$ cat src/rtl/input_buffer_sched_if.sv
// Requester-side and transpose-side handshake bundle for input_buffer_sched.
// slave is the scheduler's view, master is the requesters / transpose unit view.
interface input_buffer_sched_if #(
    parameter int NUM_PORTS = 4,
    parameter int CW        = 7
);
    logic [NUM_PORTS-1:0]   port_req_i;
    logic [8*NUM_PORTS-1:0] port_data_i;
    logic [NUM_PORTS-1:0]   port_vld_i;
    logic [NUM_PORTS-1:0]   port_rdy_o;
    logic [NUM_PORTS-1:0]   port_gnt_o;
    logic [7:0]             trans_data_o;
    logic                   trans_vld_o;
    logic [CW-1:0]          trans_channel_num_o;
    logic                   trans_new_packet_o;
    logic                   trans_packet_received_i;

    modport slave (
        input  port_req_i, port_data_i, port_vld_i, trans_packet_received_i,
        output port_rdy_o, port_gnt_o, trans_data_o, trans_vld_o,
               trans_channel_num_o, trans_new_packet_o
    );

    modport master (
        output port_req_i, port_data_i, port_vld_i, trans_packet_received_i,
        input  port_rdy_o, port_gnt_o, trans_data_o, trans_vld_o,
               trans_channel_num_o, trans_new_packet_o
    );
endinterface

$ cat src/rtl/input_buffer_sched.sv
// Round-robin scheduler moving whole word-serial packets from NUM_PORTS requesters
// into a transpose unit, with a token count of packets buffered downstream.
//
// state     | meaning
// ----------+-------------------------------------------------------------
// S_IDLE    | no packet in flight; grant the RR winner if tokens not full
// S_LOAD    | granted port streams cfg+1 words to the transpose unit
// S_DRAIN   | all words delivered; wait for transpose readout to finish
// S_RELEASE | one-cycle new-packet pulse, grant dropped, back to idle
module input_buffer_sched #(
    parameter  int NUM_PORTS       = 4,
    parameter  int MAX_CHANNEL_NUM = 128,
    parameter  int TOKEN_W         = 4,
    localparam int CW              = $clog2(MAX_CHANNEL_NUM)
) (
    input  logic                 clk_i,
    input  logic                 rst_n_i,
    input_buffer_sched_if.slave  bus,
    input  logic [CW-1:0]        cfg_channel_num_i,
    input  logic                 token_dec_i,
    output logic [TOKEN_W-1:0]   token_cnt_o,
    output logic                 token_full_o,
    output logic                 busy_o
);
    localparam int PW = (NUM_PORTS > 1) ? $clog2(NUM_PORTS) : 1;

    typedef enum logic [1:0] {
        S_IDLE    = 2'd0,
        S_LOAD    = 2'd1,
        S_DRAIN   = 2'd2,
        S_RELEASE = 2'd3
    } state_t;

    state_t               r_state;
    state_t               w_state_nxt;
    logic [PW-1:0]        r_rr_ptr;
    logic [NUM_PORTS-1:0] r_gnt;
    logic [CW-1:0]        r_chan;
    logic [CW-1:0]        r_wcnt;
    logic [TOKEN_W-1:0]   r_tok;

    logic [PW-1:0]        w_win_idx;
    logic                 w_win_found;
    logic [NUM_PORTS-1:0] w_win_oh;
    logic [7:0]           w_sel_data;
    logic                 w_sel_vld;
    logic                 w_grant;
    logic                 w_accept;
    logic                 w_tok_inc;

    // r_rr_ptr is the first port searched, i.e. the one after the last grant.
    always_comb begin
        w_win_found = 1'b0;
        w_win_idx   = '0;
        for (int i = 0; i < NUM_PORTS; i++) begin
            for (int p = 0; p < NUM_PORTS; p++) begin
                if (!w_win_found && bus.port_req_i[p] &&
                    (p == (int'(r_rr_ptr) + i) % NUM_PORTS)) begin
                    w_win_found = 1'b1;
                    w_win_idx   = PW'(p);
                end
            end
        end
    end

    assign w_win_oh = NUM_PORTS'(1) << w_win_idx;

    always_comb begin
        w_sel_data = '0;
        w_sel_vld  = 1'b0;
        for (int p = 0; p < NUM_PORTS; p++) begin
            if (r_gnt[p]) begin
                w_sel_data = bus.port_data_i[8*p +: 8];
                w_sel_vld  = bus.port_vld_i[p];
            end
        end
    end

    always_ff @(posedge clk_i or negedge rst_n_i) begin
        if (!rst_n_i) begin
            r_state <= S_IDLE;
        end else begin
            r_state <= w_state_nxt;
        end
    end

    always_comb begin
        w_state_nxt                = r_state;
        w_grant                    = 1'b0;
        w_accept                   = 1'b0;
        w_tok_inc                  = 1'b0;
        bus.port_rdy_o             = '0;
        bus.trans_vld_o            = 1'b0;
        bus.trans_data_o           = 8'h00;
        bus.trans_new_packet_o     = 1'b0;
        case (r_state)
            S_IDLE: begin
                if (w_win_found && !token_full_o) begin
                    w_grant     = 1'b1;
                    w_state_nxt = S_LOAD;
                end
            end
            S_LOAD: begin
                bus.port_rdy_o  = r_gnt;
                bus.trans_vld_o = w_sel_vld;
                bus.trans_data_o = w_sel_data;
                w_accept        = w_sel_vld;
                if (w_sel_vld && (r_wcnt == r_chan)) begin
                    w_state_nxt = S_DRAIN;
                end
            end
            S_DRAIN: begin
                if (bus.trans_packet_received_i) begin
                    w_tok_inc   = 1'b1;
                    w_state_nxt = S_RELEASE;
                end
            end
            S_RELEASE: begin
                bus.trans_new_packet_o = 1'b1;
                w_state_nxt            = S_IDLE;
            end
            default: w_state_nxt = S_IDLE;
        endcase
    end

    always_ff @(posedge clk_i or negedge rst_n_i) begin
        if (!rst_n_i) begin
            r_rr_ptr <= '0;
            r_gnt    <= '0;
            r_chan   <= '0;
            r_wcnt   <= '0;
            r_tok    <= '0;
        end else begin
            if (w_grant) begin
                r_gnt    <= w_win_oh;
                r_chan   <= cfg_channel_num_i;
                r_wcnt   <= '0;
                r_rr_ptr <= (w_win_idx == PW'(NUM_PORTS - 1)) ? '0 : w_win_idx + 1'b1;
            end
            if (w_accept) begin
                r_wcnt <= r_wcnt + 1'b1;
            end
            if (r_state == S_RELEASE) begin
                r_gnt <= '0;
            end
            // A simultaneous increment and decrement cancel; decrement at zero is dropped.
            if (w_tok_inc && !token_dec_i) begin
                r_tok <= r_tok + 1'b1;
            end else if (!w_tok_inc && token_dec_i && (r_tok != '0)) begin
                r_tok <= r_tok - 1'b1;
            end
        end
    end

    assign bus.port_gnt_o          = r_gnt;
    assign bus.trans_channel_num_o = r_chan;
    assign token_cnt_o             = r_tok;
    assign token_full_o            = &r_tok;
    assign busy_o                  = (r_state != S_IDLE);

endmodule

$ cat src/flat_wrapper.sv
// flat-port wrapper written by rule: the top's interface ports become plain ports
module input_buffer_sched_flat 
#(
    parameter  int NUM_PORTS       = 4,
    parameter  int MAX_CHANNEL_NUM = 128,
    parameter  int TOKEN_W         = 4,
    localparam int CW              = $clog2(MAX_CHANNEL_NUM)
)
  (clk_i, rst_n_i, cfg_channel_num_i, token_dec_i, token_cnt_o, token_full_o, busy_o, bus_port_req_i, bus_port_data_i, bus_port_vld_i, bus_trans_packet_received_i, bus_port_rdy_o, bus_port_gnt_o, bus_trans_data_o, bus_trans_vld_o, bus_trans_channel_num_o, bus_trans_new_packet_o);
  input_buffer_sched_if #(.NUM_PORTS(NUM_PORTS), .CW(($clog2((128))))) bus_i ();
  input  logic clk_i;
  input  logic rst_n_i;
  input  logic [CW-1:0] cfg_channel_num_i;
  input  logic token_dec_i;
  output logic [TOKEN_W-1:0] token_cnt_o;
  output logic token_full_o;
  output logic busy_o;
  input wire logic [$bits(bus_i.port_req_i)-1:0] bus_port_req_i;
  input wire logic [$bits(bus_i.port_data_i)-1:0] bus_port_data_i;
  input wire logic [$bits(bus_i.port_vld_i)-1:0] bus_port_vld_i;
  input wire logic [$bits(bus_i.trans_packet_received_i)-1:0] bus_trans_packet_received_i;
  output wire logic [$bits(bus_i.port_rdy_o)-1:0] bus_port_rdy_o;
  output wire logic [$bits(bus_i.port_gnt_o)-1:0] bus_port_gnt_o;
  output wire logic [$bits(bus_i.trans_data_o)-1:0] bus_trans_data_o;
  output wire logic [$bits(bus_i.trans_vld_o)-1:0] bus_trans_vld_o;
  output wire logic [$bits(bus_i.trans_channel_num_o)-1:0] bus_trans_channel_num_o;
  output wire logic [$bits(bus_i.trans_new_packet_o)-1:0] bus_trans_new_packet_o;
  assign bus_i.port_req_i = bus_port_req_i;
  assign bus_i.port_data_i = bus_port_data_i;
  assign bus_i.port_vld_i = bus_port_vld_i;
  assign bus_i.trans_packet_received_i = bus_trans_packet_received_i;
  assign bus_port_rdy_o = bus_i.port_rdy_o;
  assign bus_port_gnt_o = bus_i.port_gnt_o;
  assign bus_trans_data_o = bus_i.trans_data_o;
  assign bus_trans_vld_o = bus_i.trans_vld_o;
  assign bus_trans_channel_num_o = bus_i.trans_channel_num_o;
  assign bus_trans_new_packet_o = bus_i.trans_new_packet_o;
  input_buffer_sched #(.NUM_PORTS(NUM_PORTS), .MAX_CHANNEL_NUM(MAX_CHANNEL_NUM), .TOKEN_W(TOKEN_W)) u_core (.clk_i(clk_i), .rst_n_i(rst_n_i), .bus(bus_i), .cfg_channel_num_i(cfg_channel_num_i), .token_dec_i(token_dec_i), .token_cnt_o(token_cnt_o), .token_full_o(token_full_o), .busy_o(busy_o));
endmodule
$ cat config.mk
export PLATFORM = sky130hd
export DESIGN_NAME = input_buffer_sched_flat
export DESIGN_NICKNAME = d
export VERILOG_FILES = /design/src/rtl/input_buffer_sched_if.sv /design/src/rtl/input_buffer_sched.sv /design/src/flat_wrapper.sv
export SDC_FILE = /design/constraint.sdc
export NUM_CORES = 1
export LEC_CHECK = 0
export ABC_CLOCK_PERIOD_IN_PS = 2400
export BUFFER_PORTS_ARGS = -buffer_cell sky130_fd_sc_hd__buf_2
export CAP_MARGIN = 5
export CORE_MARGIN = 2
export CORE_UTILIZATION = 43
export CTS_CLUSTER_SIZE = 12
export DETAILED_ROUTE_END_ITERATION = 12
export PLACE_DENSITY = 0.72
export SYNTH_ARGS = -nofsm -noshare
export SYNTH_HDL_FRONTEND = slang
export SYNTH_SLANG_ARGS = --single-unit
$ cat constraint.sdc
create_clock -name clk_i -period 2.4 [get_ports clk_i]
set_clock_uncertainty 0.2 [all_clocks]
set_input_delay 0.12 -clock clk_i [delete_from_list [all_inputs] [get_ports clk_i]]
set_output_delay 0.12 -clock clk_i [all_outputs]
set_load 0.005 [all_outputs]
* Yosys cells after proc, flatten, opt, wreduce, memory -nomap -nowiden *
Cells that the tools add are included.

word-level totals
  logic and storage cells = 164
  output and inout port bits = 31
  register bits = 26
  bits of input ports = 51

cells by class
  equality and inequality tests = 20
  shift-type cells = 1
  muxes and demuxes = 58
  reduce and logical (&&, ||, !) cells = 69
  add/sub/neg operators = 7
  bitwise operators = 3

operators by type and width
  operator                                            count
  logical NOT 32 bit                                  4
  2-to-1 mux 8 bit                                    5
  logical AND 1 bit                                   36
  2-to-1 mux 2 bit                                    18
  2-to-1 mux 1 bit                                    27
  2-to-1 mux 4 bit                                    5
  equality test 3 bit, first input constant           6
  logical NOT 1 bit                                   18
  2-to-1 mux 7 bit                                    2
  equality test 2 x 3 -> 1 bit, first input constant  3
  one-hot mux 2 bit (4 select lines)                  1
  nonzero test 2 bit                                  4
  adder 7 x 1 -> 7 bit, second input constant         1
  equality test 7 bit                                 1
  equality test 2 bit, second input constant          3
  OR reduction 2 bit                                  3
  adder 2 x 1 -> 2 bit, second input constant         2
  adder 2 bit, second input constant                  2
  adder 4 x 1 -> 4 bit, second input constant         1
  equality test 2 bit, first input constant           2
  != test 2 x 1 -> 1 bit, second input constant       2
  AND reduction 4 bit                                 1
  nonzero test 4 bit                                  1
  left shift 1 x 2 -> 4 bit, first input constant     1
  other kinds (7)                                     9

* Longest topological paths before layout *
Gate-level depths: netlist of run 1.

  depth in word-level cells = 68
  gate-level depth with buffers = 10
  mapped depth without buffers = 10

* Worst setup path after synthesis of run 1 *
No wires, ideal clock.

  path kind = register to register
  start point = reg u_core.r_state[0]
  end point = reg u_core.r_tok[3] (netlist: u_core.token_cnt_o[3])
  required time = 2.073 ns
  clock period less this slack = 2.364 ns
  slack = 0.036 ns
  arrival time = 2.037 ns
  stages on the path, launching flop included = 11
  setup time = 0.127 ns
  path through = dfrtp_1 > inv_1 > ha_1 > nand2_1 > or2_2 > ha_1 > a21o_1 > a21oi_1 > nor2_1 > a211oi_1 > a21oi_1

on the way
  longest elaborated chain between the ends = 6
  elaborated cells on any way between the ends = 8
  those cells by class = eq/ne: 1; mux: 2; reduce/logical: 5

RTL lines
  element                          RTL line                   RTL
  start, declared                  input_buffer_sched.sv:34   state_t r_state;
  start signal, assigned           input_buffer_sched.sv:83   r_state <= w_state_nxt;
  equality test 2 bit *            input_buffer_sched.sv:96   case (r_state)
  2-to-1 mux 1 bit *               input_buffer_sched.sv:96
  logical NOT 1 bit                input_buffer_sched.sv:149  end else if (!w_tok_inc && token_dec_i && (r_tok != '0)) begin
  logical AND 1 bit (2 in series)  input_buffer_sched.sv:149
  nonzero test 2 bit (no line)     -
  end signal, assigned             input_buffer_sched.sv:148  r_tok <= r_tok + 1'b1;
  end signal, assigned             input_buffer_sched.sv:150  r_tok <= r_tok - 1'b1;
  end, declared                    input_buffer_sched.sv:40   logic [TOKEN_W-1:0] r_tok;

Every way passes the cells marked *; elsewhere a longest branch is shown, timed or not.
A chain may end at the register's enable or synchronous reset.

* Worst setup path after layout of run 1 *
Ends and elaborated chain as after synthesis.

==> impl_metrics.yaml, run 1 <==
logic_synthesis:
  synthArstFlopShare_pct: 100.0
  synth_mux_area_share_pct: 5.740
  yosysTopAreaCell: "dfrtp_1"
  synthAdderAreaFrac_pct: 8.871
  synth_top_area_share_pct: 33.92
  synth-compound-area-share_pct: 17.09
  synth.distinct_cells: 46
  synth_area_sq_um: 1918
  synth_edf_count: 0
  yosys_register_bits: 26
  synth_xor_area_share_pct: 4.110
  yosysWarnings: 0
  synth_fp_nets: 287
  synth_top_family_by_area: "simple AND/OR/NAND/NOR gates"
  avgSynthCellArea_sq_um: 8.601
  yosysSeqAreaShare_pct: 33.92
  synth-simple-area-share_pct: 24.98
  synthFlopType: "dfrtp_1"
  yosys-top-cells-area: "dfrtp_1, ha_1, nand2_1, nor2b_1, a21oi_1"
  syn_inst: 223
global_routing:
  grt_pass1_wl_um: 7410
  grt_max_degree: 27
  grt_antenna_before_repair: 0
  grt_overflow: 0
  grt_pass1_vias: 1690
  grt_usage_pct: 18.24
floorplan:
  die_w_um: 70.79
  die_y_um: 70.79
  die-area_sq_um: 5011
  core_area_sq_um: 4324
  num_rows: 24
  start_util_pct: 44.36
  ios: 82
setup_path:
  startpoint: "u_core.r_state[0]"
  cp.required_ns: 2.35
  crit_chain: "inv_2, ha_2, nand2_2, or2_4, ha_1, a21o_1, a21oi_2, nor2_1, a211oi_2, a21oi_1"
  cp_slowest_cell: "dfrtp_1"
  r2r_start: "u_core.r_state[0]"
  critical_path_peak_fanout: 4
  cp_data_arrival_time_ns: 2.26
  crit_path_max_incr_delay_ns: 0.42
  reg2reg_slack_ns: 0.09
  crit_type: "reg -> reg"
  endpoint_kind: "flip-flop"
  cp-start-kind: "flip-flop"
status:
  status: "complete, no violations"
final_layout:
  drive_gt1_share_pct: 34.92
  final_common_cell: "buf_2"
  fin_nets: 381
  area_growth_pct: 32.81
  stdcell_area_sq_um: 2547
  antennaDiodeCount: 0
  final_cell_mix: "buf_2, nand2_1, dfrtp_1, a21oi_1, nor2b_1"
detailed_routing:
  vias_per_cell: 5.098
  antenna_left: 0
  drc: 0
  drt_wl_total_um: 4486
  vias: 1871
  first_pass_iters: 4
  drt_iter0_drc: 46
  drt-wirelength-per-cell_um: 12.22
run:
  maxCapViolations: 0
clock_network:
  cts_tree: "built"
  clock_latency_ns: 0.26
  cts_buffer_depth: 2
  cts.root.buffer_cell: "clkbuf_8"
  cts.reportedPaths.clkPinSlew_ns: 0.08
  cts_inserted_buffers: 3
  cts.htree.levels: 1
  clock-sinks: 26
  postCtsSetupRepairBufs: 0
sta:
  fin_crit_ns: 2.309
  tightestPinTransition_ns: 0.5558
  maxSlewHeadroom_pct: 62.61
  max_freq_ghz: 0.4331
  hold_viol: 0
  setup_tns_ns: 0
  timing.hold.ws_ns: 0.09034
  finalSetupViolCount: 0
  finalMaxSlewViolations: 0
  fin_crit_sh_pct: 96.20
power:
  peakVddDrop_v: 0.0006355
  power_w: 0.002801
  p_leak_nw: 1.286
  p_per_area_nw_per_um2: 1100
placement:
  dpl_cell_area_sq_um: 2400
  numPortBuffers: 81
  place_congestion: 0.8067
  hpwlAfterDp_um: 3417
min_path:
  hp-class: "in -> reg"
  worstHoldStart: "bus_trans_packet_received_i"
==> power by group <==
part	internal [W]	switching, W	total, W
Combinational	0.000862	0.000856	0.00172
Clock	0.000112	0.000125	0.000237
Sequential	0.000613	0.000234	0.000847
Total	0.00159	0.00121	0.00280
==> state kept, by name, indices dropped and copies added, names as in the netlist <==
| name | flops |
|---|---|
| u_core.r_rr_ptr | 2 |
| u_core.r_wcnt | 7 |
| u_core.bus.trans_channel_num_o | 7 |
| u_core.token_cnt_o | 4 |
| u_core.bus.port_gnt_o | 4 |
| u_core.r_state | 2 |
==> cells by family (layout without fill, tap and decap cells) <==
family | Yosys count | after routing
buf+inv | 20 | 112
fa+ha+maj | 13 | 13
simple gates | 94 | 94
flops | 26 | 26
mux | 10 | 10
compound gates | 51 | 51
xor+xnor | 9 | 9
==> metal layers <==
metal | vias up | GRT usage (%) | routed length (um)
met1 | 842 | 23.06 | 1929
li1 | 961 | - | -
met5 | - | 0 | 0
met3 | 4 | 2.422 | 296
met2 | 64 | 32.40 | 2220
met4 | 0 | 5.660 | 39
==> synthesized netlist by cell type, types with 2 or more instances <==
| library cell | instances |
|---|---|
| o21a_1 | 2 |
| or3_1 | 2 |
| a21o_1 | 2 |
| a211o_1 | 2 |
| a21oi_1 | 19 |
| inv_1 | 8 |
| buf_2 | 3 |
| mux2_2 | 3 |
| mux2i_1 | 5 |
| and2_1 | 5 |
| dfrtp_1 | 26 |
| o21ai_0 | 7 |
| nor3_1 | 9 |
| a221oi_1 | 7 |
| nand2_1 | 39 |
| clkbuf_1 | 5 |
| o21ai_1 | 2 |
| buf_6 | 2 |
| xnor2_1 | 4 |
| buf_4 | 2 |
| nand3_1 | 4 |
| ha_1 | 12 |
| xor2_1 | 5 |
| nor2_1 | 8 |
| nand4_1 | 2 |
| nor4_1 | 2 |
| or2_2 | 2 |
| nor2b_1 | 16 |
==> path summary, 6_finish.rpt <==
check,end,cells after the start
hold / removal,u_core.token_cnt_o[3],5
setup / recovery,u_core.token_cnt_o[3],10
min in group asynchronous,u_core.bus.trans_channel_num_o[2],2
hold reg to reg,u_core.bus.trans_channel_num_o[6],2
setup reg to reg,u_core.token_cnt_o[3],10
max in group asynchronous,u_core.r_state[0],2
==> critical path: cells and delay by family, from the launching register on <==
family	cells	cell delay (ns)
AND/OR/NAND/NOR	3	0.38
flip-flops	1	0.42
adder cells (fa/ha/maj)	2	0.47
AO/OA/AOI/OAI	4	0.66
buffers and inverters	1	0.07
==> through the flow <==
step | setup slack, ns | utilization, % | cells
2_1_floorplan | 0.03604 | - | 223
3_3_place_gp | 0.02685 | 55.50 | 355
3_5_place_dp | -0.05252 | 55.50 | 355
4_1_cts | 0.0001461 | 58.62 | 367
5_1_grt | -0.008901 | 58.91 | 367
6_report | 0.09111 | 58.91 | 367
==> cell type report <==
type	count	area (sq um)
multi-input combinational	177	1182
sequential	26	650.6
timing repair buffer	101	578.1
tap	52	65.06
inverter	8	30.03
fill	389	1777
clock buffer	3	41.29
==> repair_timing <==
item,in CTS,in global routing
resized for setup,1,5
pin swaps,0,1
endpoints found under the setup margin,1,1
hold endpoints to repair,34,0
hold buffers,9,0
Note: power is estimated with default switching activity, not from simulation.
==> inputs of run 2 (changes only) <==
MAX_ROUTING_LAYER = met4   (was not set)
==> impl_metrics.yaml, run 2 (same netlist as run 1, synthesis figures left out) <==
status:
  status: "complete, no violations"
setup_path:
  critical_path_peak_fanout: 4
  endpoint_kind: "flip-flop"
  cp-start-kind: "flip-flop"
  crit_chain: "inv_2, ha_2, nand2_2, or2_4, ha_1, a21o_1, a21oi_2, nor2_1, a211oi_2, a21oi_1"
  crit_path_max_incr_delay_ns: 0.42
  cp_data_arrival_time_ns: 2.26
  crit_type: "reg -> reg"
  cp_slowest_cell: "dfrtp_1"
  cp.required_ns: 2.35
power:
  p_comb_share_pct: 61.3
  p_int_w: 0.001587
  p_leak_nw: 1.286
  seq_power_share_pct: 30.2
  power_switching_w: 0.001214
  switching_share_pct: 43.36
  peakVddDrop_v: 0.0006355
  p_per_area_nw_per_um2: 1100
  pwr-share-clk_pct: 8.5
floorplan:
  die_y_um: 70.79
  core_area_sq_um: 4324
  ios: 82
  die-area_sq_um: 5011
  die_w_um: 70.79
  num_rows: 24
  start_util_pct: 44.36
sta:
  timing.hold.ws_ns: 0.09033
  finalMaxSlewViolations: 0
  finalSetupViolCount: 0
  fin_crit_ns: 2.309
  tightestPinTransition_ns: 0.5558
  max_freq_ghz: 0.4331
  maxSlewHeadroom_pct: 62.61
  setup_tns_ns: 0
  hold_viol: 0
  fin_crit_sh_pct: 96.20
clock_network:
  cts_tree: "built"
  postCtsSetupRepairBufs: 0
  cts.root.buffer_cell: "clkbuf_8"
  cts_buffer_depth: 2
  clock_latency_ns: 0.26
  cts.htree.levels: 1
  clock-sinks: 26
  cts_inserted_buffers: 3
  cts.reportedPaths.clkPinSlew_ns: 0.08
global_routing:
  grt_usage_pct: 18.80
  grt_pass1_wl_um: 7403
  grt_overflow: 0
  grt_max_degree: 27
  grt_pass1_vias: 1691
  grt_antenna_before_repair: 0
detailed_routing:
  vias: 1871
  drc: 0
  vias_per_cell: 5.098
  drt_wl_total_um: 4486
  antenna_left: 0
  first_pass_iters: 4
  drt_iter0_drc: 46
  drt-wirelength-per-cell_um: 12.22
final_layout:
  stdcell_area_sq_um: 2547
  fin_nets: 381
  final_common_cell: "buf_2"
  final_cell_mix: "buf_2, nand2_1, dfrtp_1, a21oi_1, nor2b_1"
  drive_gt1_share_pct: 34.92
  antennaDiodeCount: 0
  finalCoreUtilization_pct: 58.91
  area_growth_pct: 32.81
  layout.cells.non_filler: 367
placement:
  placed_cells: 355
  dpl_cell_area_sq_um: 2400
  place_congestion: 0.8184
  hpwlAfterDp_um: 3417
  numPortBuffers: 81
min_path:
  hp-class: "in -> reg"
run:
  maxCapViolations: 0
[run 2: cell counts in the layout (fill, tap and decap cells not counted)]
No cell type changed its count.
[run 2: worst paths after layout]
path,depth (start not counted),from,slack (ns),to
setup / recovery,10,u_core.r_state[0],0.09,u_core.token_cnt_o[3]
hold / removal,5,bus_trans_packet_received_i,0.09,u_core.token_cnt_o[3]
setup reg to reg,10,u_core.r_state[0],0.09,u_core.token_cnt_o[3]
hold reg to reg,2,u_core.bus.trans_channel_num_o[6],0.33,u_core.bus.trans_channel_num_o[6]
max in group asynchronous,2,rst_n_i,1.45,u_core.r_state[0]
min in group asynchronous,2,rst_n_i,0.17,u_core.bus.trans_channel_num_o[2]
[run 2: layer usage]
metal / wire length [um] / up-vias / global-route usage [%]
li1: - / 961 / -
met1: 1929 / 842 / 23.06
met2: 2220 / 64 / 32.40
met3: 296 / 4 / 2.422
met4: 39 / 0 / 5.660
met5: 0 / - / -
[run 2: timing repair]
action,4_1_cts,5_1_grt
endpoints found under the hold margin,34,0
resized for setup,1,5
endpoints found under the setup margin,1,1
hold buffers,9,0
pin swaps,0,1
[run 2: area by class of cell]
| type | count | area (sq um) |
|---|---|---|
| clock buffer | 3 | 41.29 |
| tap | 52 | 65.06 |
| sequential | 26 | 650.6 |
| fill | 389 | 1777 |
| timing repair buffer | 101 | 578.1 |
| inverter | 8 | 30.03 |
| multi-input combinational | 177 | 1182 |
[run 2: critical path: cells and delay by family (launching register included)]
family                   cells  cell delay, ns
AND/OR/NAND/NOR              3            0.38
buffers and inverters        1            0.07
flip-flops                   1            0.42
AO/OA/AOI/OAI                4            0.66
adder cells (fa/ha/maj)      2            0.47
[run 2: power by group through the flow]
stage	clock [W]	combinational (W)	sequential [W]
global route	0.000268	0.00195	0.000881
finish	0.000237	0.00172	0.000847
detailed placement	0	0.00169	0.000851
CTS	0.000246	0.00172	0.000843
floorplan	0	0.00122	0.000798
global placement	0	0.00166	0.000844
[run 2: metrics by stage]
step	power (W)	worst slack, ns
2_1_floorplan	0.002014	0.03604
3_3_place_gp	0.002506	0.02685
3_5_place_dp	0.002538	-0.05252
4_1_cts	0.002806	0.0001461
5_1_grt	0.003098	-0.008901
6_report	0.002801	0.09111
==> inputs of run 3 (changes only) <==
CORE_MARGIN = not set   (was 2)
==> impl_metrics.yaml, run 3 (same netlist as run 1, synthesis figures left out) <==
min_path:
  hold_depth: 5
  holdPathEnd: "u_core.token_cnt_o[3]"
  worstHoldStart: "bus_trans_packet_received_i"
  hp-class: "in -> reg"
global_routing:
  grt_usage_pct: 20.74
  grt_pass1_wl_um: 7189
  grt_max_degree: 27
  grt_antenna_before_repair: 0
  grt_overflow: 0
  grt_pass1_vias: 1724
floorplan:
  die_w_um: 68.79
  start_util_pct: 46.29
  num_rows: 23
  ios: 82
  die-area_sq_um: 4732
  die_y_um: 68.79
  core_area_sq_um: 4144
clock_network:
  cts_inserted_buffers: 3
  cts.root.buffer_cell: "clkbuf_8"
  clock-sinks: 26
  cts_tree: "built"
  cts_buffer_depth: 2
  cts.reportedPaths.clkPinSlew_ns: 0.09
  cts.htree.levels: 1
  clock_latency_ns: 0.27
setup_path:
  cp.depth: 10
  crit_chain: "inv_2, ha_4, nand2_2, or2_2, ha_1, a21o_1, a21oi_2, nor2_1, a211oi_1, a21oi_1"
  cp.required_ns: 2.36
  r2r_start: "u_core.r_state[0]"
  crit_family: "compound AO/OA/AOI/OAI gates"
  r2r_end: "u_core.token_cnt_o[3]"
  critical_path_buf_inv_count: 1
  crit_type: "reg -> reg"
  endpoint_kind: "flip-flop"
  cp_slowest_cell: "dfrtp_1"
  cp-start-kind: "flip-flop"
  reg2reg_slack_ns: 0.16
  cp_data_arrival_time_ns: 2.20
  critical_path_peak_fanout: 4
  r2r_cells: 10
  crit_path_max_incr_delay_ns: 0.42
placement:
  placed_cells: 352
  numPortBuffers: 81
  dpl_cell_area_sq_um: 2390
  place_congestion: 0.7746
  hpwlAfterDp_um: 3490
detailed_routing:
  vias_per_cell: 5.152
  wl_met3_um: 365
  wl_met2_um: 2274
  routed.top_layer: "met4"
  wl_met1_um: 2015
  drt_wl_total_um: 4674
  drt-wirelength-per-cell_um: 12.67
  drt_iter0_drc: 100
  vias: 1901
  drc: 0
  antenna_left: 0
  first_pass_iters: 4
power:
  p_leak_nw: 1.307
  peakVddDrop_v: 0.0005361
  p_per_area_nw_per_um2: 1127
sta:
  maxSlewHeadroom_pct: 60.54
  rsz0062_at_grt: "false"
  max_freq_ghz: 0.4455
  finalSetupViolCount: 0
  fin_crit_sh_pct: 93.53
  finalMaxSlewViolations: 0
  tightestPinTransition_ns: 0.5918
  setup_tns_ns: 0
  fin_crit_ns: 2.245
  hold_viol: 0
final_layout:
  area_growth_pct: 35.36
  fin_nets: 384
  antennaDiodeCount: 0
  fill_cells: 361
  layout.cells.non_filler: 369
  final_common_cell: "buf_2"
  final_cell_mix: "buf_2, nand2_1, dfrtp_1, a21oi_1, nor2b_1"
  drive_gt1_share_pct: 35.74
  stdcell_area_sq_um: 2596
status:
  status: "complete, no violations"
run:
  maxCapViolations: 0
run 3: how the worst max path moves through the flow:
stage,startpoint,to,slack (ns)
2_1_floorplan,u_core.r_state[0],u_core.token_cnt_o[3],0.04
3_3_place_gp,u_core.r_state[0],u_core.token_cnt_o[3],0.05
3_5_place_dp,u_core.r_state[0],u_core.token_cnt_o[3],-0.02
4_1_cts,u_core.r_state[0],u_core.token_cnt_o[3],0.04
5_1_grt,u_core.r_state[0],u_core.token_cnt_o[3],0.002
6_report,u_core.r_state[0],u_core.token_cnt_o[3],0.16
run 3: layout make-up:
type | count | area, sq um | share of cell area, %
Timing Repair Buffer | 104 | 600.6 | 23.13
Inverter | 8 | 30.03 | 1.157
Clock buffer | 4 | 55.05 | 2.120
Multi-Input combinational cell | 177 | 1197 | 46.12
Sequential cell | 26 | 650.6 | 25.06
Tap cell | 50 | 62.56 | 2.410
run 3: per-stage QoR:
| step | power [W] | setup WS, ns | hold WS, ns | util [%] |
|---|---|---|---|---|
| 3_3_place_gp | 0.002488 | 0.04537 | -0.04285 | 57.67 |
| 4_1_cts | 0.002849 | 0.03857 | 0.09532 | 61.26 |
| 6_report | 0.002926 | 0.1553 | 0.08108 | 62.65 |
| 3_5_place_dp | 0.002535 | -0.02143 | -0.04226 | 57.67 |
| 2_1_floorplan | 0.002014 | 0.03604 | -0.3756 | - |
| 5_1_grt | 0.003229 | 0.002064 | 0.1584 | 62.65 |
run 3: routing by layer:
layer  up-vias  global-route usage [%]
met1       853                   24.20
li1        969                       -
met5         -                       -
met2        77                   38.36
met3         2                   2.138
met4         0                   4.337
run 3: power by group:
part           internal, W  leakage, nW  switching [W]
sequential        0.000613        0.331       0.000239
combinational     0.000902        0.947       0.000890
clock             0.000147       0.0288       0.000136
run 3: what timing repair did:
item,4_1_cts,5_1_grt
resized for setup,1,5
endpoints found under the hold margin,34,0
setup endpoints to repair,1,1
hold buffers,9,0
setup buffers,0,4
pin swaps,0,2
run 3: worst min-delay path: stages:
cell and delay (ns):
buf_2 0.12, nand2_2 0.07, nand3_1 0.07, o21ai_0 0.07, a21oi_1 0.06
